### src/rtl/byte_serializer_if.sv
// Handshake bundle for byte_serializer: parallel word input plus the framed serial output stream.
// The slave modport is the serializer's view; the master modport is the producer/consumer side.
interface byte_serializer_if #(
  parameter int WIDTH = 8
);
  logic [WIDTH-1:0] in_data;
  logic             in_valid;
  logic             in_ready;
  logic             ser_out;
  logic             ser_valid;
  logic             ser_last;
  logic             ser_ready;

  modport slave (
    input  in_data, in_valid, ser_ready,
    output in_ready, ser_out, ser_valid, ser_last
  );

  modport master (
    output in_data, in_valid, ser_ready,
    input  in_ready, ser_out, ser_valid, ser_last
  );
endinterface

### src/rtl/byte_serializer.sv
// Parallel-to-serial transmitter: takes a WIDTH-bit word on a valid/ready handshake and emits it
// one bit per accepted beat, with ser_last framing and back-to-back reload on the final beat.
module byte_serializer #(
  parameter int WIDTH     = 8,
  parameter bit MSB_FIRST = 1'b1
) (
  input  logic              clk,
  input  logic              rst_n,
  byte_serializer_if.slave  bus
);
  localparam int CW   = $clog2(WIDTH);
  localparam int HEAD = MSB_FIRST ? WIDTH - 1 : 0;

  typedef enum logic {IDLE, SHIFT} state_t;

  state_t           state_reg;
  logic [WIDTH-1:0] shift_reg;
  logic [WIDTH-1:0] shift_next;
  logic [CW-1:0]    cnt_reg;
  logic             ser_out_reg;
  logic             ser_valid_reg;
  logic             ser_last_reg;
  logic             in_ready_int;
  logic             accept;
  logic             beat;

  // Reload is allowed on the final beat so consecutive words leave no idle gap.
  assign in_ready_int = (state_reg == IDLE) ||
                        ((state_reg == SHIFT) && ser_last_reg && bus.ser_ready);
  assign accept       = bus.in_valid && in_ready_int;
  assign beat         = ser_valid_reg && bus.ser_ready;

  assign bus.in_ready  = in_ready_int;
  assign bus.ser_out   = ser_out_reg;
  assign bus.ser_valid = ser_valid_reg;
  assign bus.ser_last  = ser_last_reg;

  // Shift one position toward the output end, filling with zero.
  generate
    for (genvar gi = 0; gi < WIDTH; gi++) begin : g_shift
      if (MSB_FIRST) begin : g_msb
        if (gi == 0) begin : g_fill
          assign shift_next[gi] = 1'b0;
        end else begin : g_move
          assign shift_next[gi] = shift_reg[gi-1];
        end
      end else begin : g_lsb
        if (gi == WIDTH - 1) begin : g_fill
          assign shift_next[gi] = 1'b0;
        end else begin : g_move
          assign shift_next[gi] = shift_reg[gi+1];
        end
      end
    end
  endgenerate

  always_ff @(posedge clk or negedge rst_n) begin
    if (!rst_n) begin
      state_reg     <= IDLE;
      shift_reg     <= '0;
      cnt_reg       <= '0;
      ser_out_reg   <= 1'b0;
      ser_valid_reg <= 1'b0;
      ser_last_reg  <= 1'b0;
    end else if (accept) begin
      state_reg     <= SHIFT;
      shift_reg     <= bus.in_data;
      cnt_reg       <= '0;
      ser_out_reg   <= bus.in_data[HEAD];
      ser_valid_reg <= 1'b1;
      ser_last_reg  <= 1'b0;
    end else if (beat) begin
      if (ser_last_reg) begin
        state_reg     <= IDLE;
        shift_reg     <= '0;
        cnt_reg       <= '0;
        ser_out_reg   <= 1'b0;
        ser_valid_reg <= 1'b0;
        ser_last_reg  <= 1'b0;
      end else begin
        shift_reg     <= shift_next;
        cnt_reg       <= cnt_reg + CW'(1);
        ser_out_reg   <= shift_next[HEAD];
        // Next beat is the last one once the counter is about to reach WIDTH-1.
        ser_last_reg  <= (cnt_reg == CW'(WIDTH - 2));
      end
    end
  end
endmodule

### src/flat_wrapper.sv
// flat-port wrapper written by rule: the top's interface ports become plain ports
module byte_serializer_flat 
#(
  parameter int WIDTH     = 8,
  parameter bit MSB_FIRST = 1'b1
)
  (clk, rst_n, bus_in_data, bus_in_valid, bus_ser_ready, bus_in_ready, bus_ser_out, bus_ser_valid, bus_ser_last);
  byte_serializer_if #(.WIDTH(WIDTH)) bus_i ();
  input  logic clk;
  input  logic rst_n;
  input wire logic [$bits(bus_i.in_data)-1:0] bus_in_data;
  input wire logic [$bits(bus_i.in_valid)-1:0] bus_in_valid;
  input wire logic [$bits(bus_i.ser_ready)-1:0] bus_ser_ready;
  output wire logic [$bits(bus_i.in_ready)-1:0] bus_in_ready;
  output wire logic [$bits(bus_i.ser_out)-1:0] bus_ser_out;
  output wire logic [$bits(bus_i.ser_valid)-1:0] bus_ser_valid;
  output wire logic [$bits(bus_i.ser_last)-1:0] bus_ser_last;
  assign bus_i.in_data = bus_in_data;
  assign bus_i.in_valid = bus_in_valid;
  assign bus_i.ser_ready = bus_ser_ready;
  assign bus_in_ready = bus_i.in_ready;
  assign bus_ser_out = bus_i.ser_out;
  assign bus_ser_valid = bus_i.ser_valid;
  assign bus_ser_last = bus_i.ser_last;
  byte_serializer #(.WIDTH(WIDTH), .MSB_FIRST(MSB_FIRST)) u_core (.clk(clk), .rst_n(rst_n), .bus(bus_i));
endmodule
### config.mk
export PLATFORM = sky130hd
export DESIGN_NAME = byte_serializer_flat
export DESIGN_NICKNAME = d
export VERILOG_FILES = /design/src/rtl/byte_serializer_if.sv /design/src/rtl/byte_serializer.sv /design/src/flat_wrapper.sv
export SDC_FILE = /design/constraint.sdc
export NUM_CORES = 1
export LEC_CHECK = 0
export CORE_MARGIN = 4
export CORE_UTILIZATION = 30
export DETAILED_ROUTE_END_ITERATION = 16
export DONT_BUFFER_PORTS = 1
export GPL_TIMING_DRIVEN = 0
export PLACE_DENSITY_LB_ADDON = 0.05
export REMOVE_ABC_BUFFERS = 1
export SLEW_MARGIN = 20
export SYNTH_ARGS = -nofsm -noshare
export SYNTH_HDL_FRONTEND = slang
export SYNTH_SLANG_ARGS = --single-unit
### constraint.sdc
create_clock -name clk -period 1.75 [get_ports clk]
set_input_delay 0.2625 -clock clk [delete_from_list [all_inputs] [get_ports clk]]
set_output_delay 0.2625 -clock clk [all_outputs]
set_load 0.01 [all_outputs]
== Yosys cells after proc, flatten, opt, wreduce, memory -nomap -nowiden ==
Index checks and enable logic that the tools add are counted.
Word-level totals
  bits in registers: 13
  output and inout port bits: 4
  word-level logic and storage cells: 31
Operators by class
  $add $sub $neg: 1
  equality and inequality tests: 1
  multiplexer cells: 15
  bitwise operators: 1
  reduce and logical (&&, ||, !) cells: 8
Operators by type and width (count)
  $mux 7: 3
  $mux 1: 9
  $mux 3: 3
  $logic_and 1x1->1: 4
  $reduce_bool 2->1: 2
  $add 3x1->3 const B: 1
  $eq 3x3->1 const B: 1
  $reduce_and 2->1: 1
  $logic_or 1x1->1: 1
  $not 1->1: 1

== Logic depth before layout (Yosys ltp) ==
  word-level depth: 6
  depth in mapped cells: 5
  depth with buffers taken out: 5

== Worst setup path before layout ==
OpenSTA, ideal clock, no wires.
  path kind: flip-flop to flip-flop
  start: register u_core.ser_last_reg, in the netlist u_core.bus.ser_last
  end: register u_core.shift_reg[4]
  setup time: 0.138 ns
  data arrival time: 1.159 ns
  slack: 0.453 ns
  cell stages (with the launch flop): 5
  path buffers: 1
  period minus slack after synthesis: 1.297 ns
  cell sequence: dfrtp_1 > buf_6 > mux2_2 > mux2i_1 > o22ai_1
On the way
  word-level cells in the longest chain between the ends: 5
RTL lines
  start, declared: line byte_serializer.sv:22  | logic ser_last_reg;
  start signal, assigned: line byte_serializer.sv:85  | ser_last_reg <= (cnt_reg == CW'(WIDTH - 2));
  $logic_and 1x1->1 (2 in series): line byte_serializer.sv:29  | ((state_reg == SHIFT) && ser_last_reg && bus.ser_ready);
  $logic_or 1x1->1: line byte_serializer.sv:28  | assign in_ready_int = (state_reg == IDLE) ||
  $logic_and 1x1->1: line byte_serializer.sv:30  | assign accept = bus.in_valid && in_ready_int;
  $mux 7 / $reduce_bool 2->1 (equally long branches)
  end signal, assigned: line byte_serializer.sv:67  | shift_reg <= bus.in_data;
  end signal, assigned: line byte_serializer.sv:81  | shift_reg <= shift_next;
  end, declared: line byte_serializer.sv:17  | logic [WIDTH-1:0] shift_reg;
Several ways; a longest one is shown, not always the timed one. The select of a mux whose other input is x is not followed.
A chain may end at the register's enable or synchronous reset.

== Worst setup path after layout ==
  start: register u_core.state_reg
  end: output port bus_in_ready
On the way
  word-level cells in the longest chain between the ends: 3
RTL lines
  start, declared: line byte_serializer.sv:16  | state_t state_reg;
  start signal, assigned: line byte_serializer.sv:59  | state_reg <= IDLE;
  start signal, assigned: line byte_serializer.sv:66  | state_reg <= SHIFT;
  start signal, assigned: line byte_serializer.sv:74  | state_reg <= IDLE;
  $logic_and 1x1->1 (2 in series): line byte_serializer.sv:29
  $logic_or 1x1->1 *: line byte_serializer.sv:28
  end, declared: line flat_wrapper.sv:14  | output wire logic [$bits(bus_i.in_ready)-1:0] bus_in_ready;
Every way passes the cells marked *; elsewhere a longest branch is shown, timed or not.

==> flow_summary.rst <==
.. list-table::
   :header-rows: 1

   * - Metric
     - Value
   * - Most repeated cell in the gate-level netlist after synthesis
     - mux2i_1
   * - First-pass detailed-route iteration total
     - 2
   * - Sequential cell area
     - approximately 330 µm²
   * - Number of synthesized flops with an enable pin
     - 0
   * - Count of warnings emitted by yosys
     - 0
   * - Path class of the lowest-slack min-delay path
     - input port to register
   * - Hold Path Origin
     - bus_in_valid
   * - Clock slew at the register clock pins of the worst setup and hold paths
     - ~90 ps
   * - Area of the multi-input gates
     - about 460 µm²
   * - Flip-flop cell with the highest count after synthesis
     - dfrtp_1
   * - Maximum number of pins on one net before global-route repair
     - 20
   * - Top-level port count
     - 16
   * - Cell area after technology mapping
     - between 800 and 900 µm²
   * - Die extent in y
     - a little over 60 µm
   * - RSZ-0062 raised after global routing
     - no
   * - CORE AREA
     - 2540 µm²
   * - Slew at the pin with the worst max-slew slack
     - about 670 ps
   * - Worst r2r path cells
     - 2
   * - Critical Path Start
     - u_core.state_reg$_DFFE_PN0P_
   * - Top cell types by occurrence after synthesis
     - 15 x mux2i_1, 13 x dfrtp_1, 6 x mux2_2, 6 x o22ai_1, 4 x o21ai_0
   * - Number of I/O port buffers
     - 0
   * - Worst Hold Path Cells
     - 1
   * - Number of pins exceeding their max-slew limit in the final report
     - 0
   * - Cell with the largest stage delay on the worst path
     - dfrtp_1
   * - Proportion of synthesized chip area in sequential cells
     - about two fifths
   * - Crit path kind
     - register to primary output
   * - Max reg flops
     - 7
   * - CTS tree
     - yes
   * - Portion of the clock cycle consumed by the worst path in the final layout
     - between 90% and 100%
   * - Final weighted congestion of routability-driven global placement
     - 0.657
   * - Post-route DRC
     - 0
   * - Clock latency on the worst-skew pair
     - around 280 ps
   * - Via density per instance
     - around 5.5
   * - Clock sink total
     - 13
   * - Fmax
     - 624 MHz
   * - Setup_tns
     - 0 ps
   * - Most area-consuming cells after synthesis
     - dfrtp_1 40%, mux2i_1 18%, mux2_2 8.2%
   * - Clock Root Buffer
     - clkbuf_4
   * - Initial Util
     - around a third
   * - Ant diodes
     - 0
   * - Average footprint of a synthesized cell
     - about 11 µm²
   * - Critical path data arrival time
     - about 1300 ps
   * - Synth Instances
     - 76
   * - Required time of the worst setup path
     - between 1000 and 1500 ps
   * - Post-synth cell types
     - 26
   * - Final-report setup violation count
     - 0
   * - Largest fanout on the critical path
     - 19
   * - Leakage power total
     - between 0.3 and 0.4 nW
   * - Number of fill cells
     - approximately 260
   * - Via count of the routed design
     - around 580
   * - Wirelength per Cell
     - about 18 µm
   * - Antenna violations before repair
     - 0
   * - Number of nets with antenna violations after detailed routing
     - 0
   * - Level count of the clock H-tree
     - 1
   * - Post-synth top area cell
     - dfrtp_1
   * - Critical register-to-register path startpoint
     - u_core.state_reg$_DFFE_PN0P_
   * - Number of global-route vias before repair
     - 663
   * - Grt ovf
     - 0
   * - Power per standard cell area
     - approximately 1500 nW/µm²
   * - Synth async-reset ratio
     - 100%
   * - Element type at the critical path end
     - primary output
   * - Global-route wire length before repair
     - roughly 3100 µm
   * - Number of DRC markers in iteration 0
     - 8
   * - Critical Path, Cell by Cell
     - nand2_1
   * - Delay-heaviest family, CP
     - flip-flops
   * - Number of cells on the critical path
     - 1
   * - Standard-cell rows
     - 18
   * - Normalized max-slew margin
     - between 50% and 60%
   * - GRT Util Overall
     - 12.0%
   * - Fraction of layout instances using a drive strength above 1
     - around 16%
   * - Max-cap violations
     - 0
   * - Post-route clock skew
     - between 5 and 6 ps
   * - Horizontal die dimension
     - around 60 µm
   * - Number of synthesized register bits
     - 13
   * - Placed wire-length estimate
     - between 1000 and 1500 µm
   * - Growth of design area from synthesis to finish
     - 4.56%
   * - Shortest period the worst path allows
     - ~1600 ps
   * - Final-stage net count
     - 90
   * - Number of buffers inserted during clock tree synthesis
     - 3
   * - Maximum number of buffers from clock root to sink
     - 2
   * - Post-layout total power
     - ~1.3 mW
   * - Endpoints failing hold
     - 0
   * - Die Footprint
     - between 3000 and 4000 µm²
   * - Critical Path Source Type
     - register
   * - Max VDD drop
     - between 0.5 and 0.6 mV
   * - Slowest cell delay on critical path
     - a little under 800 ps
   * - Fraction of post-synthesis cell area in the top cell type by area
     - roughly two fifths
   * - Buffers & Inverters on Critical Path
     - 0
   * - Total wire length after detailed routing
     - between 1500 and 2000 µm
   * - Run status
     - completed
==> worst paths after layout <==
check / endpoint / slack [ps]
worst min register to register: u_core.shift_reg[3]$_DFFE_PN0P_ / 550
worst max-delay path: bus_in_ready / 150
worst min-delay path: u_core.state_reg$_DFFE_PN0P_ / 80
worst max register to register: u_core.shift_reg[5]$_DFFE_PN0P_ / 230
min in group asynchronous: u_core.cnt_reg[0]$_DFFE_PN0P_ / 440
max in group asynchronous: u_core.bus.ser_last$_DFFE_PN0P_ / 840
==> per-stage QoR <==
stage | util (%) | instances | cell area [µm²] | hold WS (ps) | setup WS (ps)
detailed placement | 32.4 | 100 | 823 | -32.7 | 8.87
CTS | 33.8 | 105 | 861 | 67.4 | 92.8
floorplan | - | 70 | 786 | -33.1 | 411
finish | 33.8 | 105 | 861 | 84.0 | 147
global placement | 32.4 | 100 | 823 | -32.6 | 31.0
global route | 33.8 | 105 | 861 | 64.2 | 44.4
==> layer usage <==
metal,vias to the layer above,global-route usage (%),routed length (µm)
li1,283,-,-
met1,284,13.8,849
met2,12,20.5,901
met3,2,5.11,120
met4,0,2.85,13
met5,-,0,0
==> logic make-up after synthesis <==
group                      count (synthesis)  synth area share (%)
AOI/OAI and AO/OA                         16                  12.6
buffers and inverters                      7                  5.01
DFF                                       13                  39.5
and+or+nand+nor                           16                  11.6
muxes                                     22                  28.3
adders and majority gates                  2                  3.04
==> power by group <==
part | total [mW] | internal [mW] | leakage, nW | switching (mW)
registers | 0.604 | 0.424 | 0.162 | 0.180
clock network | 0.199 | 0.0885 | 0.0150 | 0.111
logic | 0.477 | 0.292 | 0.212 | 0.184
==> final cells by class <==
cell class / count / share of cell area [%]
flip-flops and latches: 13 / 37.9
well taps: 30 / 4.36
clock buffers: 4 / 3.05
repair buffers: 1 / 1.16
multi-input cells: 56 / 53.1
inverters: 1 / 0.436
==> cell usage in the layout (no fill, tap or decap), drive strengths merged, types with 3 or more instances in the layout <==
cell type and count:
dfrtp 13, mux2 7, nor2b 3, o21ai 5, clkbuf 4, a22o 3, mux2i 15, o22ai 6
==> timing repair <==
item	4_1_cts	5_1_grt
setup endpoints to repair	2	0
setup buffers	0	0
gates resized for setup	1	0
hold buffers	1	0
endpoints found under the hold margin	13	0
Power figures use the tool's default switching activity.
